`src/rtl/ds1124_sweep_ctrl.sv`:
```
// Sweep sequencer for ds1124_driver: writes each delay code from start to stop,
// optionally verifies it by readback, settles, then offers the point to a consumer.
module ds1124_sweep_ctrl #(
  parameter int SETTLE_CYCLES = 1000,
  parameter bit VERIFY        = 1'b1
) (
  input  logic       clk,
  input  logic       rst_n,
  input  logic       start,
  input  logic       abort,
  input  logic [7:0] start_delay,
  input  logic [7:0] stop_delay,
  input  logic [7:0] step,
  output logic       point_valid,
  input  logic       point_ack,
  output logic [7:0] cur_delay,
  output logic       busy,
  output logic       done,
  output logic       error,
  output logic [7:0] delay_value,
  output logic       en,
  output logic       read_delay,
  input  logic       ready,
  input  logic [7:0] current_delay,
  input  logic       read_valid
);

  typedef enum logic [2:0] {
    S_IDLE, S_WRITE, S_WR_WAIT, S_READ, S_RD_WAIT, S_SETTLE, S_POINT, S_NEXT
  } state_t;

  localparam int CNT_W = (SETTLE_CYCLES > 1) ? $clog2(SETTLE_CYCLES) : 1;
  localparam logic [CNT_W-1:0] SETTLE_LAST = CNT_W'(SETTLE_CYCLES - 1);

  // Next code, saturating at stop (and therefore never wrapping past 255).
  function automatic logic [7:0] next_code(input logic [7:0] cur,
                                           input logic [7:0] inc,
                                           input logic [7:0] lim);
    logic [8:0] sum;
    sum = {1'b0, cur} + {1'b0, inc};
    if (sum > {1'b0, lim}) return lim;
    return sum[7:0];
  endfunction

  state_t           state_q, state_d;
  logic [7:0]       cur_q, cur_d;
  logic [7:0]       stop_q, stop_d;
  logic [7:0]       step_q, step_d;
  logic [CNT_W-1:0] cnt_q, cnt_d;
  logic             abort_q, abort_d;
  logic             skip_q;
  logic             pv_q, pv_d;
  logic             busy_q, busy_d;
  logic             done_q, done_d;
  logic             error_q, error_d;
  logic             en_q, en_d;
  logic             rd_q, rd_d;
  logic             abort_any;

  assign abort_any = abort | abort_q;

  always_comb begin
    state_d = state_q;
    cur_d   = cur_q;
    stop_d  = stop_q;
    step_d  = step_q;
    cnt_d   = '0;
    error_d = error_q;
    done_d  = 1'b0;
    en_d    = 1'b0;
    rd_d    = 1'b0;
    case (state_q)
      S_IDLE: begin
        if (start) begin
          if (start_delay > stop_delay) begin
            error_d = 1'b1;
          end else begin
            cur_d   = start_delay;
            stop_d  = stop_delay;
            step_d  = (step == 8'd0) ? 8'd1 : step;
            error_d = 1'b0;
            state_d = S_WRITE;
          end
        end
      end
      S_WRITE: begin
        if (ready) begin
          en_d    = 1'b1;
          state_d = S_WR_WAIT;
        end
      end
      // Ready is stale while the pulse is out and the cycle after it.
      S_WR_WAIT: begin
        if (!en_q && !skip_q && ready) begin
          if (abort_any)   state_d = S_IDLE;
          else if (VERIFY) state_d = S_READ;
          else             state_d = S_SETTLE;
        end
      end
      S_READ: begin
        if (ready) begin
          rd_d    = 1'b1;
          state_d = S_RD_WAIT;
        end
      end
      S_RD_WAIT: begin
        if (!rd_q && read_valid) begin
          if (current_delay != cur_q) begin
            error_d = 1'b1;
            state_d = S_IDLE;
          end else if (abort_any) begin
            state_d = S_IDLE;
          end else begin
            state_d = S_SETTLE;
          end
        end
      end
      S_SETTLE: begin
        if (abort_any)                 state_d = S_IDLE;
        else if (cnt_q == SETTLE_LAST) state_d = S_POINT;
        else                           cnt_d   = cnt_q + CNT_W'(1);
      end
      S_POINT: begin
        if (abort_any)      state_d = S_IDLE;
        else if (point_ack) state_d = S_NEXT;
      end
      S_NEXT: begin
        if (abort_any) begin
          state_d = S_IDLE;
        end else if (cur_q == stop_q) begin
          done_d  = 1'b1;
          state_d = S_IDLE;
        end else begin
          cur_d   = next_code(cur_q, step_q, stop_q);
          state_d = S_WRITE;
        end
      end
      default: state_d = S_IDLE;
    endcase
    pv_d    = (state_d == S_POINT);
    busy_d  = (state_d != S_IDLE);
    abort_d = (state_q == S_IDLE || state_d == S_IDLE) ? 1'b0 : (abort_q | abort);
  end

  always_ff @(posedge clk or negedge rst_n) begin
    if (!rst_n) begin
      state_q <= S_IDLE;
      cur_q   <= '0;
      stop_q  <= '0;
      step_q  <= '0;
      cnt_q   <= '0;
      abort_q <= 1'b0;
      skip_q  <= 1'b0;
      pv_q    <= 1'b0;
      busy_q  <= 1'b0;
      done_q  <= 1'b0;
      error_q <= 1'b0;
      en_q    <= 1'b0;
      rd_q    <= 1'b0;
    end else begin
      state_q <= state_d;
      cur_q   <= cur_d;
      stop_q  <= stop_d;
      step_q  <= step_d;
      cnt_q   <= cnt_d;
      abort_q <= abort_d;
      skip_q  <= en_q | rd_q;
      pv_q    <= pv_d;
      busy_q  <= busy_d;
      done_q  <= done_d;
      error_q <= error_d;
      en_q    <= en_d;
      rd_q    <= rd_d;
    end
  end

  assign point_valid = pv_q;
  assign cur_delay   = cur_q;
  assign delay_value = cur_q;
  assign busy        = busy_q;
  assign done        = done_q;
  assign error       = error_q;
  assign en          = en_q;
  assign read_delay  = rd_q;

endmodule

```
`config.mk`:
```
export PLATFORM = sky130hd
export DESIGN_NAME = ds1124_sweep_ctrl
export DESIGN_NICKNAME = d
export VERILOG_FILES = /design/src/rtl/ds1124_sweep_ctrl.sv
export SDC_FILE = /design/constraint.sdc
export NUM_CORES = 1
export LEC_CHECK = 0
export CORE_MARGIN = 2
export CORE_UTILIZATION = 55
export DETAILED_ROUTE_END_ITERATION = 10
export GPL_ROUTABILITY_DRIVEN = 0
export PLACE_DENSITY = 0.81
export REMOVE_ABC_BUFFERS = 1
export SETUP_SLACK_MARGIN = 0.5
export SLEW_MARGIN = 20
export SYNTH_ARGS = -nofsm -noshare
export SYNTH_HDL_FRONTEND = slang
export SYNTH_SLANG_ARGS = --single-unit
```
`constraint.sdc`:
```
create_clock -name clk -period 7.6 [get_ports clk]
set_clock_uncertainty 0.05 [all_clocks]
set_input_delay 0.76 -clock clk [delete_from_list [all_inputs] [get_ports clk]]
set_output_delay 0.76 -clock clk [all_outputs]
set_load 0.01 [all_outputs]
```
# Word level (Yosys, flattened, before mapping)
# Index checks and enable logic that the tools add are counted.
# totals
regBits	45
inputBits	39
wordCells	96
out_inout_bits	22
# op_classes
n_mux	43
n_lt_le_gt_ge	2
n_eq_ne	17
n_reduce_logical	16
add_sub_neg	2
bitwise	3
# ops
operator	count
$mux W8	7
$mux W3	12
$mux W10	3
$pmux W3 S8	1
$mux W1	17
$pmux W8 S2	1
$eq A3 B3 Y1 const B	5
$ne A2 B2 Y1 const B	6
$add A10 B1 Y10 const B	1
$eq A10 B10 Y1 const B	1
$add A8 B8 Y9	1
$gt A9 B8 Y1	1
$eq A8 B8 Y1	1
$gt A8 B8 Y1	1
$logic_not A8 Y1	1
$ne A8 B8 Y1	1
$eq A3 B2 Y1 const B	2
$logic_not A3 Y1	2
$reduce_and A5 Y1	1
$reduce_and A4 Y1	1
$reduce_bool A2 Y1	2
$eq A3 B1 Y1 const B	1
$logic_and A1 B1 Y1	3
$logic_not A1 Y1	3
other kinds (7)	8

# Longest topological paths before layout
# logic_depth
ltp_word	10
ltp_mapped	13
depth_no_buf	12

# Least setup slack after synthesis
# Ideal clock, no wire load.
# synth_timing
path_kind	reg-to-reg
from	register cur_q[0], in the netlist cur_delay[0]
to	register cur_q[0], in the netlist cur_delay[0]
setup_slack_ps	4037
path_stages_with_launch	14
arrival_time_ps	3371
path_buffers	1
required_time_ps	7408
path_cell_list	dfrtp_1 > ha_1 > fa_1 > a21o_1 > a211oi_1 > nor2_1 > ha_1 > and4_1 > a221o_1 > a221o_1 > a221o_1 > buf_6 > mux2i_1 > o221ai_1
# synth_via
elab_chain_len	10
elab_cells_between_ends	13
cone_classes	add/sub: 1; order compare: 1; eq/ne: 2; mux: 8; reduce/logical: 1
# synth_rtl
element	line_no	text
from (decl)	46	logic [7:0] cur_q, cur_d;
from (signal assigned)	162	cur_q <= cur_d;
$add A8 B8 Y9	40	sum = {1'b0, cur} + {1'b0, inc};
$gt A9 B8 Y1	41	if (sum > {1'b0, lim}) return lim;
$mux W1	41	
$mux W1	130	end else if (cur_q == stop_q) begin
$mux W1	128	if (abort_any) begin
$mux W1	72	case (state_q)
$mux W8	42	return sum[7:0];
$mux W8	130	
$mux W8	128	
$pmux W8 S2	72	
# Several ways; a longest one is shown, not always the timed one. The select of a mux whose other input is x is not followed.
# A chain may end at the register's enable or synchronous reset.

# Worst setup path after layout
# layout_timing
from	register cur_q[0], in the netlist cur_delay[0]
to	register cur_q[2], in the netlist cur_delay[2]
# Same word-level chain as after synthesis.

==> Implementation_results.wiki <==
{| class="wikitable"
! Metric !! Value
|-
| Async set or reset register ratio after synthesis || 100%
|-
| Number of ports placed on the die boundary || 61
|-
| Data arrival, critical path || between 4 and 5 ns
|-
| Placement row count || 26
|-
| Clock tree from TritonCTS || yes
|-
| Max stage delay cell, worst path || sky130_fd_sc_hd__a221o_1
|-
| Cell repeated most along the worst path || sky130_fd_sc_hd__a221o_1
|-
| Outcome || finished clean
|-
| Count of nets left with antenna violations after detail routing || 0
|-
| Number of buffer cells added on primary ports || 60
|-
| Period utilisation layout || 51.7%
|-
| Worst-case hold slack || 0.379 ns
|-
| Vias in the first global route || 2516
|-
| Critical Path Fanout Max || 8
|-
| Clk pin slew, worst setup/hold paths || approximately 0.090 ns
|-
| Final net count || 436
|-
| Count of final hold-check violations || 0
|-
| Die width || 78.1 µm
|-
| Synthesized instance count || between 300 and 400
|-
| Vias post-DR || 2561
|-
| Leakage power of the design || between 1.5 and 2 nW
|-
| Post-layout min period || between 3 and 4 ns
|-
| DR DRC count || 0
|-
| CP peak stage delay || approximately 0.53 ns
|-
| Final cell area excluding filler cells || between 0.003 and 0.004 mm²
|-
| Worst path setup slack after routing || roughly 3.7 ns
|-
| Number of gates resized after cts || 0
|-
| Fmax || about 250 MHz
|-
| Utilization after layout || 71.1%
|-
| Worst path cell trace || ha_1 -> fa_1 -> a211oi_1 -> nor2_1 -> nor2_1 -> ha_1 -> and4_1 -> a221o_1 -> a221o_1 -> a221o_1 -> mux2i_1 -> o221ai_1
|-
| Clock sink total || 45
|-
| Launching element type of the critical path || flop
|-
| Number of pins with negative max-slew slack in the final report || 0
|-
| Hold-fix buffers, CTS || 0
|-
| Placed wire-length estimate after detailed placement || 5490 µm
|-
| TritonCTS Buffers || 5
|-
| Synth Cell Area || 0.00302 mm²
|-
| Post-CTS Repair Setup Buffers || 0
|-
| Sequential share of the synthesized area || 37.3%
|-
| Clock tree buffer depth || 2
|-
| Total number of H-tree levels || 2
|-
| Number of setup violations in the final report || 0
|-
| Number of DRC markers in iteration 0 || 110
|-
| Root cell of the clock tree || sky130_fd_sc_hd__clkbuf_8
|-
| Fraction of layout instances using a drive strength above 1 || ~7%
|-
| Critical path class || reg2reg
|-
| Crit path required time || 7.72 ns
|-
| Die span in y || 78.1 µm
|-
| Full die area || 0.00610 mm²
|-
| # diodes || 0
|-
| Worst min-delay path class || in2async
|-
| Number of distinct standard cells referenced by the synthesized netlist || 51
|-
| Pin slew with the least headroom to its limit || 0.568 ns
|-
| Power density over the cells || 428 mW/mm²
|-
| Antenna violations before repair || 0
|-
| 1st-pass router iterations || 4
|-
| Pin count of the biggest net entering global routing || 46
|-
| Initial cell density of the core || 58.0%
|-
| GRT overflow || 0
|-
| Critical Path Sink Type || flop
|-
| Flops & latches, synth || 45
|-
| RSZ-0062 raised after global routing || false
|-
| Growth of design area from synthesis to finish || 22.6%
|-
| Post-detailed-route wirelength per cell || between 15 and 20 µm
|-
| Number of synthesized flops with an enable pin || 0
|-
| Wire length of the first global-routing pass || 11700 µm
|-
| Total global-route track usage || about 24%
|-
| Core Box Area || 0.00520 mm²
|-
| Number of max-cap violations || 0
|-
| Placed standard-cell area || 0.00361 mm²
|-
| Routed wire length || between 7000 and 8000 µm
|-
| Worst skew pair latency || roughly 0.30 ns
|-
| Syn_area_per_cell || 9.43 µm²
|-
| Peak VDD IR || 0.327 mV
|-
| Number of warnings reported in the yosys synthesis log || 0
|-
| Commonest register cell after synthesis || sky130_fd_sc_hd__dfrtp_1
|-
| Setup slack after placement || between 3 and 4 ns
|-
| Max-slew headroom at the worst pin || about 62%
|-
| Fin Setup TNS || 0 ns
|-
| Number of vias per cell after detailed routing || 5.79
|}
## kinds of logic (layout without fill, tap and decap cells)
logic type | Yosys count | count (layout) | share of synthesized area [%]
multiplexers | 15 | 15 | 5.31
buffers and inverters | 45 | 97 | 7.05
AO/OA/AOI/OAI | 69 | 69 | 15.4
flip-flops | 45 | 45 | 37.3
AND/OR/NAND/NOR | 93 | 93 | 16.0
XOR/XNOR | 27 | 27 | 7.84
adder cells (fa/ha/maj) | 26 | 26 | 11.0
## flip-flops by register name (all words and copies together) (netlist names)
register,flops
abort_q,1
busy,1
cnt_q,10
cur_delay,8
done,1
en,1
error,1
point_valid,1
read_delay,1
skip_q,1
state_q,3
step_q,8
stop_q,8
## cells in the mapped netlist, types with 2 or more instances
master | instances | area [µm²]
sky130_fd_sc_hd__dfrtp_1 | 45 | 1130
sky130_fd_sc_hd__inv_1 | 28 | 105
sky130_fd_sc_hd__ha_1 | 25 | 313
sky130_fd_sc_hd__nor2_1 | 23 | 86.3
sky130_fd_sc_hd__xor2_1 | 21 | 184
sky130_fd_sc_hd__nand3_1 | 18 | 90.1
sky130_fd_sc_hd__a21oi_1 | 17 | 85.1
sky130_fd_sc_hd__o21ai_0 | 16 | 80.1
sky130_fd_sc_hd__nand2_1 | 15 | 56.3
sky130_fd_sc_hd__buf_4 | 9 | 67.6
sky130_fd_sc_hd__mux2_2 | 8 | 90.1
sky130_fd_sc_hd__mux2i_1 | 7 | 70.1
sky130_fd_sc_hd__o221ai_1 | 6 | 52.6
sky130_fd_sc_hd__xnor2_1 | 6 | 52.6
sky130_fd_sc_hd__and3_1 | 5 | 31.3
sky130_fd_sc_hd__clkbuf_1 | 5 | 18.8
sky130_fd_sc_hd__nor3_1 | 5 | 25.0
sky130_fd_sc_hd__nand2b_1 | 4 | 25.0
sky130_fd_sc_hd__nor4_1 | 4 | 25.0
sky130_fd_sc_hd__or2_2 | 4 | 25.0
sky130_fd_sc_hd__a211oi_1 | 3 | 22.5
sky130_fd_sc_hd__a21o_1 | 3 | 22.5
sky130_fd_sc_hd__a221o_1 | 3 | 30.0
sky130_fd_sc_hd__a31oi_1 | 3 | 18.8
sky130_fd_sc_hd__o21a_1 | 3 | 22.5
sky130_fd_sc_hd__a211o_1 | 2 | 17.5
sky130_fd_sc_hd__and4_1 | 2 | 17.5
sky130_fd_sc_hd__buf_2 | 2 | 10.0
sky130_fd_sc_hd__nand4_1 | 2 | 12.5
sky130_fd_sc_hd__nor3b_1 | 2 | 15.0
sky130_fd_sc_hd__o211ai_1 | 2 | 15.0
sky130_fd_sc_hd__o311a_1 | 2 | 20.0
sky130_fd_sc_hd__or3b_2 | 2 | 17.5
## cell type report
cell class,count,area [µm²]
Multi-Input combinational cell,230,1690
Fill cell,420,1500
Sequential cell,45,1130
Timing Repair Buffer,61,606
Inverter,28,105
Tap cell,70,87.6
Clock buffer,5,68.8
Clock inverter,3,22.5
## through the flow
stage / total power, mW / instances
final: 1.59 / 442
after global placement: 1.38 / 434
after floorplan: 1.11 / 303
after detailed placement: 1.42 / 434
after global routing: 1.72 / 442
after CTS: 1.58 / 442
## report_power, final
| part | internal [mW] | total, mW | switching [mW] |
|---|---|---|---|
| clock network | 0.0645 | 0.152 | 0.0878 |
| registers | 0.325 | 0.441 | 0.116 |
| logic | 0.499 | 0.992 | 0.493 |
| total | 0.888 | 1.59 | 0.697 |
## path summary, 6_finish.rpt
check	start	endpoint	slack, ns	cells past startpoint
setup / recovery	cur_delay[0]	cur_delay[2]	3.67	12
hold / removal	rst_n	cnt_q[5]	0.38	1
setup reg to reg	cur_delay[0]	cur_delay[2]	3.67	12
hold reg to reg	en	skip_q	0.46	1
max in group asynchronous	rst_n	cur_delay[1]	6.72	1
min in group clk	en	skip_q	0.46	1
## worst max-delay path, delay by kind of cell, from the launching register on
family	cells	cell delay (ns)
AO/OA/AOI/OAI	5	1.64
adder cells (fa/ha/maj)	3	0.94
flip-flops	1	0.47
AND/OR/NAND/NOR	3	0.43
multiplexers	1	0.24
## metal layers
layer	vias to the layer above	global-route usage [%]	wire (µm)
met5	-	0	0
met4	0	9.12	163
met3	13	3.79	255
met2	67	42.6	3620
met1	1238	30.0	3030
li1	1243	-	-
## cell usage in the layout (no fill, tap or decap), drive strengths merged, types with 2 or more instances in the layout
cell type,Yosys,layout
nor2,23,23
a21oi,17,17
xnor2,6,6
nand4,2,2
and3,5,5
nor3,6,6
xor2,21,21
nand2b,4,4
clkdlybuf4s50,0,59
o21ai,16,16
a21o,4,4
nand2,15,15
clkbuf,5,5
o311a,2,2
buf,12,2
a211oi,3,3
mux2,8,8
inv,28,28
nor3b,2,2
a221o,3,3
nor4,4,4
o21a,3,3
and4,2,2
o211ai,2,2
or3b,2,2
clkinvlp,0,3
ha,25,25
o221ai,6,6
or2,4,4
dfrtp,45,45
nand3,18,18
a211o,2,2
mux2i,7,7
a31oi,3,3
No activity file was read; power rests on OpenSTA's default activity.
